### config.mk
export PLATFORM = sky130hd
export DESIGN_NAME = i2c_tx_feeder
export DESIGN_NICKNAME = d
export VERILOG_FILES = /design/src/rtl/i2c_pkg.sv /design/src/rtl/i2c_byte_fifo.sv /design/src/rtl/i2c_tx_feeder.sv
export SDC_FILE = /design/constraint.sdc
export NUM_CORES = 1
export LEC_CHECK = 0
export ABC_AREA = 0
export BUFFER_PORTS_ARGS = -buffer_cell sky130_fd_sc_hd__buf_2
export CORE_ASPECT_RATIO = 1.5
export CORE_MARGIN = 2
export CORE_UTILIZATION = 55
export DETAILED_ROUTE_END_ITERATION = 7
export PLACE_DENSITY = 0.82
export SYNTH_ARGS = -nofsm -noshare
export SYNTH_HDL_FRONTEND = slang
export SYNTH_SLANG_ARGS = --single-unit
### constraint.sdc
create_clock -name clk -period 2.7 [get_ports clk]
set_input_delay 0.405 -clock clk [delete_from_list [all_inputs] [get_ports clk]]
set_output_delay 0.405 -clock clk [all_outputs]
set_load 0.01 [all_outputs]
### src/rtl/i2c_pkg.sv
// Shared types for the I2C transmit feeder: FSM states, byte width and FIFO entry layout.
package i2c_pkg;

  localparam int unsigned ByteW = 8;

  typedef enum logic [1:0] {
    StIdle,
    StXfer,
    StWaitDone
  } state_e;

  typedef struct packed {
    logic             last;
    logic [ByteW-1:0] data;
  } entry_t;

endpackage

### src/rtl/i2c_byte_fifo.sv
// First-word-fall-through byte FIFO with frame-end flag, occupancy count and flush.
module i2c_byte_fifo
  import i2c_pkg::*;
#(
  parameter int unsigned DEPTH = 16
) (
  input  logic                       clk,
  input  logic                       rst_n,
  input  logic                       flush,
  input  logic                       push,
  input  entry_t                     wr_entry,
  input  logic                       pop,
  output entry_t                     head,
  output logic [$clog2(DEPTH+1)-1:0] count
);

  localparam int unsigned AW = $clog2(DEPTH);
  localparam int unsigned CW = $clog2(DEPTH + 1);

  entry_t        mem [DEPTH];
  logic [AW-1:0] wr_ptr;
  logic [AW-1:0] rd_ptr;
  logic          push_ok;
  logic          pop_ok;

  // Self-protecting: writes when full and reads when empty are dropped.
  assign push_ok = push && (count != CW'(DEPTH));
  assign pop_ok  = pop && (count != '0);
  assign head    = mem[rd_ptr];

  // Storage array, no reset needed since count gates visibility.
  always_ff @(posedge clk) begin
    if (push_ok) begin
      mem[wr_ptr] <= wr_entry;
    end
  end

  // Pointers wrap naturally because DEPTH is a power of two.
  always_ff @(posedge clk) begin
    if (!rst_n || flush) begin
      wr_ptr <= '0;
      rd_ptr <= '0;
      count  <= '0;
    end else begin
      if (push_ok) wr_ptr <= wr_ptr + 1'b1;
      if (pop_ok)  rd_ptr <= rd_ptr + 1'b1;
      case ({push_ok, pop_ok})
        2'b10:   count <= count + 1'b1;
        2'b01:   count <= count - 1'b1;
        default: count <= count;
      endcase
    end
  end

endmodule

### src/rtl/i2c_tx_feeder.sv
// Frame-aware byte feeder for an I2C master transmitter. A frame is only offered to the
// transmitter once its last byte is queued, so a started frame never starves.
// Optional WAIT_DONE watchdog enabled by defining I2C_FEEDER_TIMEOUT_EN.
module i2c_tx_feeder
  import i2c_pkg::*;
#(
  parameter int unsigned DEPTH          = 16,
  parameter int unsigned TIMEOUT_CYCLES = 4096
) (
  input  logic             clk,
  input  logic             rst_n,
  input  logic [ByteW-1:0] wr_data,
  input  logic             wr_last,
  input  logic             wr_valid,
  output logic             wr_ready,
  output logic [ByteW-1:0] tx_data,
  output logic             tx_data_ready,
  output logic             tx_en,
  input  logic             tx_data_req,
  input  logic             tx_done,
  output logic             busy,
  output logic             err_frame,
  output logic             timeout
);

  localparam int unsigned CW = $clog2(DEPTH + 1);

  state_e        state_q;
  logic [CW-1:0] frames_q;
  logic          err_q;
  entry_t        head;
  entry_t        wr_entry;
  logic [CW-1:0] count;
  logic          full;
  logic          empty;
  logic          push;
  logic          pop;
  logic          push_last;
  logic          pop_last;
  logic          overflow;
  logic          tmo_hit;

  assign full      = (count == CW'(DEPTH));
  assign empty     = (count == '0);
  assign wr_entry  = {wr_last, wr_data};
  assign push      = wr_valid && !full;
  assign pop       = tx_data_req && tx_data_ready;
  assign push_last = push && wr_last;
  assign pop_last  = pop && head.last;
  // A full FIFO with no complete frame can never drain: drop everything.
  assign overflow  = full && (frames_q == '0);

  assign wr_ready      = !full;
  assign tx_data       = head.data;
  assign tx_en         = (state_q == StXfer);
  assign tx_data_ready = tx_en && !empty;
  assign busy          = (state_q != StIdle);
  assign err_frame     = err_q;

  i2c_byte_fifo #(
    .DEPTH (DEPTH)
  ) u_fifo (
    .clk      (clk),
    .rst_n    (rst_n),
    .flush    (overflow),
    .push     (push),
    .wr_entry (wr_entry),
    .pop      (pop),
    .head     (head),
    .count    (count)
  );

  // Count of complete frames whose last byte is still queued.
  always_ff @(posedge clk) begin
    if (!rst_n || overflow) begin
      frames_q <= '0;
    end else begin
      case ({push_last, pop_last})
        2'b10:   frames_q <= frames_q + 1'b1;
        2'b01:   frames_q <= frames_q - 1'b1;
        default: frames_q <= frames_q;
      endcase
    end
  end

  // Frame sequencing FSM and sticky overflow flag.
  always_ff @(posedge clk) begin
    if (!rst_n) begin
      state_q <= StIdle;
      err_q   <= 1'b0;
    end else if (overflow) begin
      state_q <= StIdle;
      err_q   <= 1'b1;
    end else begin
      unique case (state_q)
        StIdle:     if (frames_q != '0) state_q <= StXfer;
        StXfer:     if (pop_last) state_q <= StWaitDone;
        StWaitDone: if (tx_done || tmo_hit) state_q <= StIdle;
        default:    state_q <= StIdle;
      endcase
    end
  end

`ifdef I2C_FEEDER_TIMEOUT_EN
  localparam int unsigned TW = $clog2(TIMEOUT_CYCLES + 1);

  logic [TW-1:0] tmo_cnt_q;
  logic          timeout_q;

  assign tmo_hit = (state_q == StWaitDone) && !tx_done &&
                   (tmo_cnt_q == TW'(TIMEOUT_CYCLES - 1));
  assign timeout = timeout_q;

  // Cycles spent in WAIT_DONE; cleared in every other state.
  always_ff @(posedge clk) begin
    if (!rst_n || (state_q != StWaitDone)) begin
      tmo_cnt_q <= '0;
    end else begin
      tmo_cnt_q <= tmo_cnt_q + 1'b1;
    end
  end

  // One-cycle abort pulse, coincident with the return to IDLE.
  always_ff @(posedge clk) begin
    if (!rst_n) begin
      timeout_q <= 1'b0;
    end else begin
      timeout_q <= tmo_hit && !overflow;
    end
  end
`else
  logic unused_timeout_cfg;

  assign tmo_hit            = 1'b0;
  assign timeout            = 1'b0;
  assign unused_timeout_cfg = ^32'(TIMEOUT_CYCLES);
`endif

endmodule

==> flow_summary.toml <==
[outcome]
status = "finished, violations left"
violations = "negative setup slack"

[floorplan]
die_y_um = 141.9
die-area_um2 = 13620
die_width_um = 95.95
coreArea_um2 = 12450
row_count = 50
ios = 28
initial_core_util_pct = 56.02

[cts]
holdBufCountCts = 0
cts_buffers = 17
clk_root_buffer_cell = "clkbuf_16"
clk_latency_ns = 0.42
clockBufferDepth = 2
clkTransAtPathRegs_ns = 0.07
cts_num_sinks = 169
cts_tree = "built"
h-tree-depth = 4

[synthesis]
synth.area.top_cells = "edfxtp_1 62%, mux4_1 10%, dfxtp_1 7.2%"
yosysSeqAreaShare_pct = 69.18
synth.top_cell.area_share_pct = 62.00
synth_edf_count = 144
yosysTopAreaCell = "edfxtp_1"
syn_avg_cell_area_um2 = 18.11
syn_inst = 385
ys_warn_count = 0
ys.flop_type = "edfxtp_1"
synthArstFlopShare_pct = 0
synth.ff_latch_count = 169
yosysUniqueCellTypes = 47
syn_nets = 413
synthesis.area_um2 = 6974

[global_route]
grt_pass1_vias = 3821
overflow = 0
grt_first_pass_wirelength_um = 21390
grt_max_degree = 33
grt_usage_pct = 22.50
grt_antenna_before_repair = 0

[final_layout]
fillers = 793
layout_commonest_cell = "edfxtp_1"
layout.cells.non_filler = 625
drive_above_1_share_pct = 33.05
nNetsFinal = 484
syn2layout_area_growth_pct = 18.35
layout_common_cells = "144 x edfxtp_1, 40 x buf_4, 37 x nor2_1"
antennaDiodeCount = 0

[timing]
rsz0062_at_grt = "yes"
tns_ns = -0.07899
finClkSkew_ns = 0.009370
finalHoldWorstSlack_ns = 0.2307
final.setup.worst_slack_ns = -0.07899
hold_viol = 0
post-route-period-util_pct = 102.9
setup_viol = 1
worst-slew-pin-transition_ns = 1.179
min_period_ns = 2.779
slew_headroom_pct = 21.12
slew_violations = 0
fmax_mhz = 359.8

[run]
drv_cap = 0

[worst_hold_path]
hp-class = "in -> reg"
min-delay-start = "rst_n"

[pwr]
swShare_pct = 22.86
max-vdd-ir-drop_uv = 501.8
p_seq_share_pct = 50.0
pwr-share-comb_pct = 7.8
total_power_uw = 5844
p_sw_uw = 1336
p_per_area_nw_per_um2 = 708.0
internal_power_uw = 4508
power_leakage_uw = 0.002851
p_clk_share_pct = 42.2

[critical_path]
crit_family = "simple AND/OR/NAND/NOR gates"
cp.arrival_ns = 3.14
setup.worst_path.end_class = "register"
slowest_stage = "mux4_2"
crit_path_cell_trace = "mux4_2, a2bb2oi_2, nand4_1, nand2_2, ha_4, inv_4, fa_2, nor2b_4, o21ai_2, a21oi_2, or4_4, a21oi_2"
critPathLaunchType = "register"
critPathMaxFanout = 4
critPathMaxStageDelay_ns = 0.53
crit_type = "reg -> reg"
crit_buf_inv = 1
worstPathRequired_ns = 3.06
worst_path_most_repeated_cell = "a21oi_2"

[detailed_routing]
wl_per_cell_um = 22.43
drt_iter0_drc = 441
vias = 3721
route.detailed.drc = 0
drt_first_pass_iters = 4
route.antenna.remaining_nets = 0
drt-total-wl_um = 14020
via_per_inst = 5.954

[placed_design]
place_hpwl_um = 8772
gp_congestion = 0.8265
placed_cells = 588
port_buffers = 26
## area by class of cell
cell class / instances / area (um^2) / area share (%)
Clock buffer: 17 / 425.4 / 5.154
Clock inverter: 15 / 182.7 / 2.213
Inverter: 14 / 55.05 / 0.6670
Multi-Input combinational cell: 183 / 2048 / 24.81
Sequential cell: 169 / 4838 / 58.62
Tap cell: 156 / 195.2 / 2.365
Timing Repair Buffer: 71 / 509.2 / 6.169
## final timing paths
| path | endpoint | slack [ns] | depth (start not counted) |
|---|---|---|---|
| min reg2reg | err_frame$_SDFFE_PN0P_ | 0.48 | 2 |
| max | frames_q[4]$_SDFFE_PP0P_ | -0.08 | 12 |
| min | err_frame$_SDFFE_PN0P_ | 0.23 | 3 |
| max reg2reg | frames_q[4]$_SDFFE_PP0P_ | -0.08 | 12 |
## cells by family after synthesis
logic type / share of synthesized area, %
compound gates: 2.906
xor+xnor: 1.381
fa+ha+maj: 2.619
buf+inv: 2.458
flops: 69.18
mux: 16.18
other cells: 0.05377
simple gates: 5.221
## Yosys cell counts, types with 3 or more instances
cell type    n
nand2b_1     5
nor3_1       7
edfxtp_1   144
xnor2_1      4
mux4_2      15
a21oi_1     13
o21ai_0      3
nor2b_1      3
buf_2        5
xor2_1       7
buf_1        3
dfxtp_1     25
mux4_1      27
ha_1        13
mux2i_1      7
clkbuf_1     6
nand2_1     13
inv_1       14
nand4_1      3
nor2_1      37
## stage by stage
stage | cell area, um^2 | utilization, % | setup WS [ns]
2_1_floorplan | 7005 | - | 0.009588
3_3_place_gp | 7507 | 60.30 | -0.05777
3_5_place_dp | 7507 | 60.30 | -0.2165
4_1_cts | 8182 | 65.72 | -0.03707
5_1_grt | 8254 | 66.30 | -0.1449
6_report | 8254 | 66.30 | -0.07899
## metal layers
metal | up-vias | wire length (um) | GRT usage, %
met5 | - | 0 | 0
met4 | 0 | 665 | 11.50
met3 | 49 | 758 | 5.948
met2 | 145 | 7407 | 37.14
met1 | 1859 | 5186 | 26.94
li1 | 1668 | - | -
## flip-flops by register name, indices dropped and copies added (netlist names), named ones only
register and count:
state_q 2, u_fifo.rd_ptr 4, u_fifo.mem 144, u_fifo.wr_ptr 4, u_fifo.count 5, frames_q 5
err_frame 1
## tightest hold or removal path, cell delays in order
cell and delay [ns]:
buf_2 0.08, inv_1 0.05, nor2_1 0.09
## power groups by stage
stage          sequential (uW)  clock [uW]  combinational [uW]
4_1_cts                   2920        2500                 437
2_1_floorplan             2970           0                 290
3_3_place_gp              2970           0                 407
5_1_grt                   2920        2620                 501
3_5_place_dp              2970           0                 424
6_report                  2920        2470                 458
## timing repair
item | in CTS | in global routing
setup endpoints to repair | 10 | 11
buffers inserted | 2 | 2
gates cloned | 0 | 1
pin swaps | 8 | 9
resized for setup | 13 | 22
(Power assumes the default switching activity.)
